===== src/rtl/lot_gate_controller.sv =====
// lot_gate_controller
//   Entry-gate controller and occupancy keeper for the parking lot. It takes
//   driver requests, reserves a space, opens the gate and commits the space
//   when the sensor FSM pulses inc. A reservation that is never used times out.
//   Occupancy is tracked from the inc/dec pulses, and the block flags full,
//   tailgate and underflow conditions.
//
//   Optional build macro LOT_STATS_EN adds two statistics outputs:
//     entries[15:0]  - wrapping count of every inc pulse, tailgates included
//     timeouts[7:0]  - saturating count of expired reservations
//
// Request handshake:
//   req is a level. It is sampled only in IDLE. Exactly one of grant or deny
//   pulses for one cycle, in the cycle after the sampling edge. A req held
//   while the lot is full is denied again on every cycle. A req raised in
//   OPEN or CLOSE is neither granted nor denied.
module lot_gate_controller #(
  parameter int CAPACITY     = 8,
  parameter int CNT_W        = 4,
  parameter int GATE_TIMEOUT = 16,
  parameter int CLOSE_HOLD   = 4
) (
  input  logic             clk,
  input  logic             reset,
  input  logic             req,
  input  logic             inc,
  input  logic             dec,
  output logic             gate_open,
  output logic             grant,
  output logic             deny,
  output logic             tailgate,
  output logic             timeout,
  output logic             full,
  output logic [CNT_W-1:0] count,
`ifdef LOT_STATS_EN
  output logic [15:0]      entries,
  output logic [7:0]       timeouts,
`endif
  output logic             err_uflow
);

  // One timer serves both the open window and the close hold.
  localparam int TMR_MAX = (GATE_TIMEOUT > CLOSE_HOLD) ? GATE_TIMEOUT : CLOSE_HOLD;
  localparam int TMR_W   = $clog2(TMR_MAX + 1);

  localparam logic [CNT_W-1:0] CAP_C    = CNT_W'(CAPACITY);
  localparam logic [CNT_W:0]   CAP_WIDE = (CNT_W + 1)'(CAPACITY);
  localparam logic [TMR_W-1:0] OPEN_END  = TMR_W'(GATE_TIMEOUT - 1);
  localparam logic [TMR_W-1:0] CLOSE_END = TMR_W'(CLOSE_HOLD - 1);

  typedef enum logic [1:0] {
    ST_IDLE  = 2'd0,
    ST_OPEN  = 2'd1,
    ST_CLOSE = 2'd2
  } state_t;

  state_t           state;
  logic             reserved;
  logic [TMR_W-1:0] timer;

  state_t           next_state;
  logic             next_reserved;
  logic [TMR_W-1:0] next_timer;
  logic [CNT_W-1:0] next_count;
  logic             next_gate;
  logic             next_grant;
  logic             next_deny;
  logic             next_timeout;
  logic             next_tailgate;
  logic             next_uflow;
  logic             next_full;

  // Gate sequencing: next state, reservation, timer and the gate/grant/deny/timeout pulses.
  always_comb begin
    next_state    = state;
    next_reserved = reserved;
    next_timer    = timer;
    next_gate     = 1'b0;
    next_grant    = 1'b0;
    next_deny     = 1'b0;
    next_timeout  = 1'b0;
    case (state)
      ST_IDLE: begin
        if (req) begin
          if (!full) begin
            next_grant    = 1'b1;
            next_reserved = 1'b1;
            next_timer    = '0;
            next_state    = ST_OPEN;
            next_gate     = 1'b1;
          end else begin
            next_deny = 1'b1;
          end
        end
      end
      ST_OPEN: begin
        next_gate  = 1'b1;
        next_timer = timer + 1'b1;
        if (inc) begin
          next_reserved = 1'b0;
          next_state    = ST_CLOSE;
          next_timer    = '0;
          next_gate     = 1'b0;
        end else if (timer == OPEN_END) begin
          next_timeout  = 1'b1;
          next_reserved = 1'b0;
          next_state    = ST_CLOSE;
          next_timer    = '0;
          next_gate     = 1'b0;
        end
      end
      ST_CLOSE: begin
        if (timer == CLOSE_END) begin
          next_state = ST_IDLE;
          next_timer = '0;
        end else begin
          next_timer = timer + 1'b1;
        end
      end
      default: begin
        next_state    = ST_IDLE;
        next_reserved = 1'b0;
        next_timer    = '0;
      end
    endcase
  end

  // Occupancy update from the inc/dec pulses. Simultaneous inc and dec cancel out.
  always_comb begin
    next_count    = count;
    next_uflow    = err_uflow;
    next_tailgate = inc && (state != ST_OPEN);
    case ({inc, dec})
      2'b10: next_count = (count >= CAP_C) ? CAP_C : count + 1'b1;
      2'b01: begin
        if (count == '0) begin
          next_uflow = 1'b1;
        end else begin
          next_count = count - 1'b1;
        end
      end
      default: next_count = count;
    endcase
    // Computed from the post-update values so that full lines up with count.
    next_full = ({1'b0, next_count} + {{CNT_W{1'b0}}, next_reserved}) >= CAP_WIDE;
  end

  // Register the state and every output.
  always_ff @(posedge clk) begin
    if (reset) begin
      state     <= ST_IDLE;
      reserved  <= 1'b0;
      timer     <= '0;
      count     <= '0;
      gate_open <= 1'b0;
      grant     <= 1'b0;
      deny      <= 1'b0;
      tailgate  <= 1'b0;
      timeout   <= 1'b0;
      full      <= 1'b0;
      err_uflow <= 1'b0;
    end else begin
      state     <= next_state;
      reserved  <= next_reserved;
      timer     <= next_timer;
      count     <= next_count;
      gate_open <= next_gate;
      grant     <= next_grant;
      deny      <= next_deny;
      tailgate  <= next_tailgate;
      timeout   <= next_timeout;
      full      <= next_full;
      err_uflow <= next_uflow;
    end
  end

`ifdef LOT_STATS_EN
  // Statistics: entries wraps, and timeouts holds at its maximum.
  always_ff @(posedge clk) begin
    if (reset) begin
      entries  <= '0;
      timeouts <= '0;
    end else begin
      if (inc) begin
        entries <= entries + 16'd1;
      end
      if (next_timeout && (timeouts != 8'hFF)) begin
        timeouts <= timeouts + 8'd1;
      end
    end
  end
`endif

endmodule


===== config.mk =====
export PLATFORM = sky130hd
export DESIGN_NAME = lot_gate_controller
export DESIGN_NICKNAME = d
export VERILOG_FILES = /design/src/rtl/lot_gate_controller.sv
export SDC_FILE = /design/constraint.sdc
export NUM_CORES = 1
export LEC_CHECK = 0
export BUFFER_PORTS_ARGS = -buffer_cell sky130_fd_sc_hd__buf_2
export CELL_PAD_IN_SITES_DETAIL_PLACEMENT = 0
export CELL_PAD_IN_SITES_GLOBAL_PLACEMENT = 2
export CORE_MARGIN = 8
export CORE_UTILIZATION = 30
export CTS_BUF_LIST = sky130_fd_sc_hd__clkbuf_4
export CTS_CLUSTER_SIZE = 10
export DETAILED_ROUTE_END_ITERATION = 10
export GPL_TIMING_DRIVEN = 0
export PLACE_DENSITY_LB_ADDON = 0.1
export SLEW_MARGIN = 10
export SYNTH_ARGS = -nofsm -noshare
export SYNTH_HDL_FRONTEND = slang
export SYNTH_SLANG_ARGS = --single-unit

===== constraint.sdc =====
create_clock -name clk -period 2.2 [get_ports clk]
set_clock_uncertainty 0.15 [all_clocks]
set_input_delay 0.22 -clock clk [delete_from_list [all_inputs] [get_ports clk]]
set_output_delay 0.22 -clock clk [all_outputs]
set_load 0.01 [all_outputs]

# Yosys cells after proc, flatten, opt, wreduce, memory -nomap -nowiden
# Index checks and enable logic that the tools add are counted.
# word_totals
inputBits	5
reg_bits	19
# classes
eq_ne	11
muxes	27
bitwise	3
n_addsub	4
n_reduce_logical	9
magnitude_cmp	2
# ops
operator	count
$mux W5	5
$pmux W5 S3	1
$mux W1	10
$mux W2	5
$mux W4	2
$pmux W4 S2	1
$ne A2 B2 Y1 const B	3
$pmux W2 S3	1
$reduce_or A3 Y1	2
$add A4 B1 Y5	1
$add A5 B1 Y5 const B	1
$eq A5 B2 Y1 const B	1
$eq A5 B4 Y1 const B	1
$ge A5 B4 Y1 const B	1
$add A4 B1 Y4 const B	1
$eq A2 B1 Y1 const B	2
$eq A2 B2 Y1 const B	2
$ge A4 B4 Y1 const B	1
$logic_not A4 Y1	1
$reduce_and A2 Y1	2
$reduce_and A4 Y1	1
$sub A4 B1 Y4 const B	1
$ne A3 B3 Y1 const B	1
$not A1 Y1	3
6 further kinds	6

# Depth between registers and ports, before layout
# logic_depth
depth_word	6
depth_mapped	11
mapped_depth_nobuf	11

# Worst setup path after synthesis
# OpenSTA, ideal clock, no wires.
# synth_path
kind	flip-flop to flip-flop
from	reg timer[0]
to	reg full
arrival_ns	2.030
setup_time_ns	0.079
path_buffers	0
slack_ns	-0.059
stages_incl_launch_ff	12
t_required_ns	1.971
path_cell_list	dfxtp_1 -> ha_1 -> inv_1 -> nor3_1 -> ha_1 -> or3b_1 -> nor3b_1 -> nor3_1 -> ha_1 -> ha_1 -> nor2_1 -> a211oi_2
# synth_between
elab_chain_len	6
# synth_lines
item	line	rtl
start, declared	59	logic [TMR_W-1:0] timer;
start signal, assigned	165	timer <= next_timer;
$eq A5 B4 Y1	104	end else if (timer == OPEN_END) begin
$mux W1	104	
$mux W1	99	if (inc) begin
$pmux W1 S3	82	case (state)
via next_reserved	62	logic next_reserved;
$add A4 B1 Y5	145	next_full = ({1'b0, next_count} + {{CNT_W{1'b0}}, next_reserved}) >= CAP_WIDE;
$ge A5 B4 Y1	145	
end signal, assigned	172	full <= next_full;
end, declared	33	output logic full,
# The timed path passes the listed nets, and every way through them passes these cells.
# A chain may end at the register's enable or synchronous reset.

# Worst setup path after layout
# layout_path
from	reg timer[1]
to	reg full
# Same word-level chain as after synthesis.

==> impl_metrics.tcl <==
set metrics [dict create \
    status "complete, but fails checks" \
    failed_checks "setup timing" \
    reg_top3 "timer x5, count x4, state x2" \
    drt_iter0_drc 26 \
    synth-edff-count 0 \
    dp_hpwl_um 2117 \
    ioPinCount 16 \
    reg2reg_depth 11 \
    whs_ns 0.04139 \
    timing.critical_path.buf_inv 1 \
    syn_inst 128 \
    fin_crit_sh 1.009 \
    grtUsageTotal 0.09826 \
    wl_per_cell_um 13.79 \
    synth_top_family_by_area "simple AND/OR/NAND/NOR gates" \
    reg2reg_from "timer[1]" \
    powerDensity_mw_per_mm2 528.1 \
    grt_pass1_wl_um 4830 \
    slowest_stage "or3b_4" \
    synth_compound_area_frac 0.1925 \
    yosysMostFrequentCell "dfxtp_1" \
    numCtsBuffers 3 \
    io_buffers 15 \
    max_slew_margin 0.5730 \
    die-area_mm2 0.005991 \
    drc 0 \
    initial_utilization 0.3113 \
    largest_reg_flops 5 \
    ys_seq_area_frac 0.3363 \
    slowest_delay_ns 0.39 \
    n_antenna_cell 0 \
    clk_path_buf_depth 2 \
    clk_pin_slew_ns 0.12 \
    setup_violations 1 \
    cp-end-kind "flop" \
    antenna_found_initial 0 \
    core_area_mm2 0.003633 \
    drive_above_1_share 0.3416 \
    first_pass_iters 4 \
    critPathKind "reg -> reg" \
    min_delay_worst_endpoint "deny" \
    syn2layout_area_growth_pct 31.75 \
    worstMarginPinSlew_ns 0.6317 \
    rsz0062_at_grt "true" \
    hold_viol 0 \
    cts_tree "yes" \
    ys_types 39 \
    via_count 1047 \
    cts-root-buf "clkbuf_4" \
    path_cells "ha_4 -> inv_4 -> nor3_2 -> ha_2 -> or3b_4 -> nor3b_4 -> nor3_2 -> ha_2 -> ha_4 -> nor2_2 -> a211oi_2" \
    synth_nets 146 \
    netlist.top_cell.by_area "dfxtp_1" \
    maxSlewViolCount 0 \
    nets 180 \
    crit_path_max_fanout 3 \
    p_leak_nw 0.6159 \
    die_w_um 77.40 \
    top_register "timer" \
    synth_top_area_frac 0.3363 \
    grt_max_degree 12 \
    clock-sinks 19 \
    cap_violations 0 \
    holdPathStages 3 \
    synthAdderAreaFrac 0.1438 \
    synth.mux.area_fraction 0.008850 \
    grt_pass1_vias 1053 \
    synthXorXnorAreaFrac 0 \
    timing.fmax_mhz 450.3 \
    yosys.area_share.simple 0.2445 \
    worst_ir_drop_vdd_v 0.0001681 \
    htree_levels 1 \
    num_rows 22 \
    hold_class "in -> reg" \
    placed_cells 191 \
    cp-start-kind "flop" \
    place.gp.congestion 0.7067 \
    ys_seq_elements 19 \
    clkLatencyLatePin_ns 0.31 \
    synth_warnings 0 \
    crit_arrival_ns 2.32 \
    grt-ovfl-total 0 \
    r2r_end "full" \
    finalCriticalPeriod_ns 2.221 \
    viasPerCell 5.010 \
    critical-path-top-delay-family "simple AND/OR/NAND/NOR gates" \
    setup_tns_ns -0.02061 \
    min-delay-start "req" \
    drt_wl_total_um 2882 \
    yosys-top-cells-count "dfxtp_1, inv_1, ha_1" \
    synthArstFlopShare 0 \
    avgSynthCellArea_um2 8.837 \
    die_h_um 77.40 \
    synthFlopType "dfxtp_1" \
    critPathRequiredTime_ns 2.29 \
    rrSetupSlack_ns -0.02 \
    synthTopCellsByArea "dfxtp_1, ha_1, inv_1" \
    fin_ws_ns -0.02061 \
    fin_cells 209 \
    syn_area_mm2 0.001131 \
    ant_nets 0 \
]
==> cell families (layout without fill, tap and decap cells) <==
family,after synthesis,in the layout
adder cells (fa/ha/maj),13,13
AND/OR/NAND/NOR,46,46
multiplexers,1,1
buffers and inverters,20,53
AO/OA/AOI/OAI,29,29
flip-flops,19,19
==> tightest hold or removal path, cell delays in order <==
cell and delay, ns:
buf_2 0.12, nand2_1 0.08, nor3_1 0.05
==> cells in the final DEF, fill, tap and decap left out, types with 3 or more instances in the layout <==
cell      count
buf_4        12
buf_2        16
a31oi_1       4
o21ai_0       3
nor2_1        4
a21oi_1       8
ha_2          3
nand3_1       4
clkbuf_4      3
nor3_1        4
nor2b_1       4
dfxtp_1      15
o32ai_1       3
nand2_1       8
or3_1         3
inv_1        15
ha_1          8
==> where the power goes <==
part	internal, W	total (W)	switching (W)
clock network	0.0000679	0.000187	0.000119
registers	0.000362	0.000372	0.0000104
logic	0.000106	0.000227	0.000121
==> timing repair <==
item / 4_1_cts / 5_1_grt
setup buffers: 7 / 6
pin swaps: 5 / 3
gates resized for setup: 8 / 5
hold buffers: 1 / 0
endpoints found under the setup margin: 1 / 3
hold endpoints to repair: 1 / 0
==> how the worst max path moves through the flow <==
stage | depth (start not counted) | slack (ns) | endpoint | startpoint
3_3_place_gp | 11 | -0.22 | full | timer[0]
3_5_place_dp | 11 | -0.21 | full | timer[0]
5_1_grt | 10 | -0.12 | full | count[1]
2_1_floorplan | 11 | -0.05 | full | timer[1]
6_report | 11 | -0.02 | full | timer[1]
4_1_cts | 11 | -0.04 | full | timer[1]
==> area by class of cell <==
cell class | count | area (um2)
clock inverters | 1 | 5.005
clock buffers | 3 | 22.52
inverters | 16 | 62.56
flip-flops and latches | 19 | 390.4
multi-input cells | 89 | 739.5
plain buffers | 4 | 23.77
fillers | 399 | 2143
repair buffers | 29 | 186.4
well taps | 48 | 60.06
==> metal layers <==
| metal | up-vias | global-route usage | part of all wire |
|---|---|---|---|
| met5 | - | 0 | 0 |
| met4 | 0 | 0.03962 | 0.016 |
| met3 | 5 | 0.02650 | 0.032 |
| met2 | 12 | 0.1803 | 0.51 |
| met1 | 505 | 0.1035 | 0.44 |
| li1 | 525 | - | - |
==> metrics by stage <==
| step | power, W | util | cell area [um2] | setup slack [ns] |
|---|---|---|---|---|
| after floorplan | 0.0005116 | - | 1167 | -0.05134 |
| after global placement | 0.0005617 | 0.3585 | 1303 | -0.2160 |
| after detailed placement | 0.0005638 | 0.3585 | 1303 | -0.2099 |
| after CTS | 0.0007809 | 0.3926 | 1426 | -0.04149 |
| after global routing | 0.0008449 | 0.4101 | 1490 | -0.1204 |
| final | 0.0007870 | 0.4101 | 1490 | -0.02061 |
No activity file was read; power rests on OpenSTA's default activity.
